$ cat config.mk
export PLATFORM = sky130hd
export DESIGN_NAME = multi_mode_ff_bank
export DESIGN_NICKNAME = d
export VERILOG_FILES = /design/src/rtl/ff_bank_pkg.sv /design/src/rtl/ff_cell.sv /design/src/rtl/multi_mode_ff_bank.sv
export SDC_FILE = /design/constraint.sdc
export NUM_CORES = 1
export LEC_CHECK = 0
export BUFFER_PORTS_ARGS = -buffer_cell sky130_fd_sc_hd__buf_2
export CAP_MARGIN = 40
export CORE_MARGIN = 8
export CORE_UTILIZATION = 48
export CTS_BUF_LIST = sky130_fd_sc_hd__clkbuf_8
export CTS_CLUSTER_SIZE = 14
export DETAILED_ROUTE_END_ITERATION = 16
export HOLD_SLACK_MARGIN = 0.15
export PLACE_DENSITY = 0.83
export RECOVER_POWER = 25
export REMOVE_ABC_BUFFERS = 1
export SLEW_MARGIN = 20
export SYNTH_ARGS = -nofsm -noshare
export SYNTH_HDL_FRONTEND = slang
export SYNTH_HIERARCHICAL = 1
export SYNTH_SLANG_ARGS = --single-unit
$ cat constraint.sdc
create_clock -name clk -period 1.9 [get_ports clk]
set_input_delay 0.475 -clock clk [delete_from_list [all_inputs] [get_ports clk]]
set_output_delay 0.475 -clock clk [all_outputs]
set_load 0.03 [all_outputs]
$ cat src/rtl/ff_bank_pkg.sv
// Shared constants for the multi-mode flip-flop bank.
//   MODE_*  : encoding of the 2-bit mode input (SR, JK, D, T).
//   POL_*   : SR-mode action taken when S=R=1 (hold, clear, set, toggle).
package ff_bank_pkg;

    localparam logic [1:0] MODE_SR = 2'b00;
    localparam logic [1:0] MODE_JK = 2'b01;
    localparam logic [1:0] MODE_D  = 2'b10;
    localparam logic [1:0] MODE_T  = 2'b11;

    localparam int POL_HOLD = 0;
    localparam int POL_CLR  = 1;
    localparam int POL_SET  = 2;
    localparam int POL_TGL  = 3;

endpackage

$ cat src/rtl/ff_cell.sv
// One-bit combinational next-state logic for the multi-mode bank.
// Ports:
//   mode    : 00 SR, 01 JK, 10 D, 11 T
//   a, b    : S/J/D/T and R/K inputs (b unused in D and T)
//   q       : current registered state of this bit
//   q_next  : state this bit takes if the update is enabled
//   ill     : 1 when SR mode sees S=R=1
module ff_cell
    import ff_bank_pkg::*;
#(
    parameter int ILLEGAL_POLICY = POL_HOLD
) (
    input  logic [1:0] mode,
    input  logic       a,
    input  logic       b,
    input  logic       q,
    output logic       q_next,
    output logic       ill
);

    // Resolved once per instance so the S=R=1 path is a constant mux leg.
    logic sr_both;

    always_comb begin
        case (ILLEGAL_POLICY)
            POL_CLR: sr_both = 1'b0;
            POL_SET: sr_both = 1'b1;
            POL_TGL: sr_both = ~q;
            default: sr_both = q;
        endcase
    end

    always_comb begin
        q_next = q;
        ill    = 1'b0;
        case (mode)
            MODE_SR: begin
                case ({a, b})
                    2'b01:   q_next = 1'b0;
                    2'b10:   q_next = 1'b1;
                    2'b11: begin
                        q_next = sr_both;
                        ill    = 1'b1;
                    end
                    default: q_next = q;
                endcase
            end
            MODE_JK: begin
                case ({a, b})
                    2'b01:   q_next = 1'b0;
                    2'b10:   q_next = 1'b1;
                    2'b11:   q_next = ~q;
                    default: q_next = q;
                endcase
            end
            MODE_D:  q_next = a;
            default: q_next = q ^ a;
        endcase
    end

endmodule

$ cat src/rtl/multi_mode_ff_bank.sv
// WIDTH-bit register bank whose bits act as SR, JK, D or T flip-flops,
// selected every cycle by a shared mode input.
// Ports:
//   clk, rst : rising-edge clock, synchronous active-high reset
//   en       : clock enable; 0 freezes q and err_cnt, clears illegal
//   mode     : 00 SR, 01 JK, 10 D, 11 T
//   a, b     : per-bit S/J/D/T and R/K inputs
//   q, qb    : registered state and its combinational complement
//   illegal  : registered per-bit S=R=1 flag, a one-cycle pulse
//   err_cnt  : saturating count of enabled SR cycles with any illegal bit
module multi_mode_ff_bank
    import ff_bank_pkg::*;
#(
    parameter int               WIDTH          = 8,
    parameter logic [WIDTH-1:0] RESET_VAL      = '0,
    parameter int               ILLEGAL_POLICY = POL_HOLD,
    parameter int               CNT_W          = 8
) (
    input  logic             clk,
    input  logic             rst,
    input  logic             en,
    input  logic [1:0]       mode,
    input  logic [WIDTH-1:0] a,
    input  logic [WIDTH-1:0] b,
    output logic [WIDTH-1:0] q,
    output logic [WIDTH-1:0] qb,
    output logic [WIDTH-1:0] illegal,
    output logic [CNT_W-1:0] err_cnt
);

    logic [WIDTH-1:0] q_q, q_d;
    logic [WIDTH-1:0] illegal_q, illegal_d;
    logic [CNT_W-1:0] err_cnt_q, err_cnt_d;
    logic [WIDTH-1:0] cell_next;
    logic [WIDTH-1:0] cell_ill;

    for (genvar i = 0; i < WIDTH; i++) begin : g_cell
        ff_cell #(
            .ILLEGAL_POLICY(ILLEGAL_POLICY)
        ) u_cell (
            .mode  (mode),
            .a     (a[i]),
            .b     (b[i]),
            .q     (q_q[i]),
            .q_next(cell_next[i]),
            .ill   (cell_ill[i])
        );
    end

    always_comb begin
        q_d       = q_q;
        illegal_d = '0;
        err_cnt_d = err_cnt_q;
        if (en) begin
            q_d       = cell_next;
            illegal_d = cell_ill;
            // Cells only flag in SR mode, so any set bit means an SR event.
            // One increment per cycle regardless of how many bits flagged.
            if (|cell_ill && (err_cnt_q != {CNT_W{1'b1}})) begin
                err_cnt_d = err_cnt_q + 1'b1;
            end
        end
    end

    always_ff @(posedge clk) begin
        if (rst) begin
            q_q       <= RESET_VAL;
            illegal_q <= '0;
            err_cnt_q <= '0;
        end else begin
            q_q       <= q_d;
            illegal_q <= illegal_d;
            err_cnt_q <= err_cnt_d;
        end
    end

    assign q       = q_q;
    assign qb      = ~q_q;
    assign illegal = illegal_q;
    assign err_cnt = err_cnt_q;

endmodule

==> run summary <==
===============================================================================================
Result of the run ................................................................    completed
TritonCTS clock tree .............................................................          yes
Y dimension of the die ...........................................................     75.56 µm
Initial cell density of the core .................................................       50.63%
Delay of the slowest cell on the worst path ......................................      0.53 ns
Filler-free cell count of the finished design ....................................          291
CP Max Fanout ....................................................................            2
Number of synthesized flops with an enable pin ...................................            0
Class of the worst hold path .....................................................   reg -> reg
Commonest non-fill, non-tap cells in the layout .................................. sky130_fd_sc_hd__buf_2 (46), sky130_fd_sc_hd__mux2i_1 (41), sky130_fd_sc_hd__dfxtp_1 (24), sky130_fd_sc_hd__buf_4 (20), sky130_fd_sc_hd__inv_1 (17)
Number of buffers inserted to repair setup after CTS .............................            0
Routed via count .................................................................         1534
Critical Path, Cell by Cell ...................................................... buf_2 > ha_2 > nor3b_2 > or4_4 > o21ai_4 > nor4_2 > mux2_1
Clock input transition at the sequential cells of the worst setup and hold paths .      0.08 ns
Number of gates resized after cts ................................................            0
Hold-fix buffer count after cts ..................................................            0
Crit start category ..............................................................   input port
Placeable core region ............................................................     3363 µm²
Endpoints failing hold ...........................................................            0
Clock sink count .................................................................           24
Fraction of registers with async set or reset after synthesis ....................           0%
Wire length of the first global-routing pass .....................................      6403 µm
Post-layout instance area ........................................................     2232 µm²
Cells after Synth ................................................................          172
Largest buffer count on any clock path ...........................................            2
Worst-skew pair later-pin latency ................................................      0.26 ns
Initial antenna violation count ..................................................            0
Fraction of the cycle the final worst path needs .................................       99.34%
Family of cells with the greatest summed delay on the critical path .............. simple AND/OR/NAND/NOR gates
Drc violations ...................................................................            0
Post-synth design cell area ......................................................     1703 µm²
Setup violations, final ..........................................................            0
GRT Util Overall .................................................................       14.09%
Count of nets left with antenna violations after detail routing ..................            0
Bufs and invs on worst path ......................................................            1
First-pass detailed-route iteration total ........................................            4
Actual transition at the worst max-transition pin ................................    0.6276 ns
Synth-to-layout area growth ......................................................       31.08%
# port buffers ...................................................................           52
Post-DR vias/cell ................................................................        5.271
Final Max Slew Viols .............................................................            0
Inserted Clock Buffers ...........................................................            3
Static power due to leakage ......................................................     1.087 nW
Detailed router's first-iteration violation count ................................           88
Min cycle time layout ............................................................     1.887 ns
Synthesized area per cell ........................................................    9.900 µm²
Net total in the final layout ....................................................          285
Number of rows in the core area ..................................................           21
Maximum frequency from static timing analysis ....................................   0.5298 GHz
Max H-tree Level .................................................................            1
#FFs+latches synth ...............................................................           24
Synthesis warning total ..........................................................            6
Relative max-transition margin ...................................................       58.16%
Clock skew ....................................................................... 0.0006525 ns
Maximum vdd ir drop ..............................................................     446.9 µV
Buffer type at the clock tree root ............................................... sky130_fd_sc_hd__clkbuf_8
Total Die Area ...................................................................     5709 µm²
Antenna diode instance count .....................................................            0
Post-layout power ................................................................     1.220 mW
Fraction of final layout cells with drive strength greater than 1 ................       37.55%
Nature of the critical path endpoint .............................................    flip-flop
Unique masters post-synth ........................................................           28
Routed wire length per instance ..................................................     14.28 µm
Sequential-to-total area share from yosys stat ...................................       28.21%
Via count of the first global-routing pass .......................................         1505
Cells after DPL ..................................................................          288
Utilization of the core after routing ............................................       66.37%
Post-Route WL ....................................................................      4156 µm
Sum of net half-perimeters after detailed placement ..............................      3164 µm
Maximum number of pins on one net before global-route repair .....................           20
Ratio of total power to cell area ................................................ 546.4 nW/µm²
Slowest CP cell .................................................................. sky130_fd_sc_hd__or4_4
Primary FF master, synth ......................................................... sky130_fd_sc_hd__dfxtp_1
Most common library cell in the layout ignoring fill and taps .................... sky130_fd_sc_hd__buf_2
Min Hold Slack ...................................................................    0.5023 ns
Max-capacitance violation count ..................................................            0
Global route overflow ............................................................            0
Arrival time reported for the critical path endpoint .............................      2.04 ns
Count of pins on the block boundary ..............................................           53
Post-placement cell area .........................................................     2160 µm²
Critical path class ..............................................................    in -> reg
Data required time at the worst endpoint .........................................      2.06 ns
Die X ............................................................................     75.56 µm
Final weighted congestion in routability-driven placement ........................       0.7239
===============================================================================================
power breakdown:
| part | internal, mW | leakage, nW | switching (mW) |
|---|---|---|---|
| clock | 0.142 | 0.0216 | 0.159 |
| combinational | 0.175 | 0.870 | 0.199 |
| sequential | 0.520 | 0.195 | 0.0241 |
| total | 0.838 | 1.09 | 0.382 |
area by class of cell:
cell class / count / area [µm²]
Multi-Input combinational cell: 127 / 1171
Inverter: 17 / 63.81
Timing Repair Buffer: 74 / 417.9
Clock buffer: 3 / 41.29
Fill cell: 295 / 1131
Tap cell: 46 / 57.56
Sequential cell: 24 / 480.5
worst paths after layout:
| check | endpoint | depth (start not counted) | from | slack (ns) |
|---|---|---|---|---|
| max | err_cnt[5] | 7 | a[3] | 0.01 |
| min | err_cnt[6] | 2 | err_cnt[6] | 0.50 |
| max reg2reg | err_cnt[5] | 5 | err_cnt[0] | 0.28 |
| min reg2reg | err_cnt[6] | 2 | err_cnt[6] | 0.50 |
flip-flops by register name, summed over array words and instances (netlist names):
signal	cells
q	8
illegal	8
err_cnt	8
metrics by stage:
step           TNS (ns)  setup WS, ns
2_1_floorplan   -0.2928       -0.2080
3_5_place_dp     -1.987       -0.2612
4_1_cts               0      0.003504
6_report              0       0.01253
5_1_grt        -0.07631      -0.03642
3_3_place_gp     -1.802       -0.2376
logic make-up (layout without fill, tap and decap cells):
kind of cell             after synthesis  count (layout)  synth area share (%)
adder cells (fa/ha/maj)               17              17                 12.49
AND/OR/NAND/NOR                       47              47                 16.83
multiplexers                          50              50                 31.81
flip-flops                            24              24                 28.21
buffers and inverters                 21              94                 5.290
AO/OA/AOI/OAI                         13              13                 5.364
synthesized netlist by cell type (2+ instances only):
cell | count | area share (%)
sky130_fd_sc_hd__mux2i_1 | 41 | 24
sky130_fd_sc_hd__dfxtp_1 | 24 | 28
sky130_fd_sc_hd__ha_1 | 17 | 12
sky130_fd_sc_hd__inv_1 | 17 | 3.7
sky130_fd_sc_hd__nor2_1 | 9 | 2.0
sky130_fd_sc_hd__and2_1 | 8 | 2.9
sky130_fd_sc_hd__mux2_4 | 8 | 7.1
sky130_fd_sc_hd__nor3b_1 | 8 | 3.5
sky130_fd_sc_hd__a21oi_1 | 6 | 1.8
sky130_fd_sc_hd__nand3_1 | 4 | 1.2
sky130_fd_sc_hd__or4_1 | 4 | 1.8
sky130_fd_sc_hd__o31ai_1 | 3 | 1.3
sky130_fd_sc_hd__nand2_1 | 2 | 0.44
sky130_fd_sc_hd__nand2b_1 | 2 | 0.73
sky130_fd_sc_hd__nor2_2 | 2 | 0.73
sky130_fd_sc_hd__nor2b_1 | 2 | 0.73
sky130_fd_sc_hd__o41ai_1 | 2 | 1.0
sky130_fd_sc_hd__or3_1 | 2 | 0.73
sky130_fd_sc_hd__or4_4 | 2 | 1.3
metal layers:
metal | share of wire (%) | wire length, µm | track usage [%] | vias up
met4 | 0.48 | 20 | 1.706 | 0
li1 | - | - | - | 758
met3 | 7.0 | 292 | 4.211 | 4
met2 | 50 | 2078 | 25.02 | 56
met1 | 42 | 1765 | 16.62 | 716
met5 | 0 | 0 | 0 | -
worst reg2reg max path, stage by stage (launching register included):
cell and delay [ns]:
sky130_fd_sc_hd__dfxtp_1 0.41, sky130_fd_sc_hd__ha_1 0.24, sky130_fd_sc_hd__nand3_1 0.11, sky130_fd_sc_hd__nor2_2 0.34, sky130_fd_sc_hd__nor4_2 0.10, sky130_fd_sc_hd__mux2_1 0.31
No activity file was read; power rests on OpenSTA's default activity.
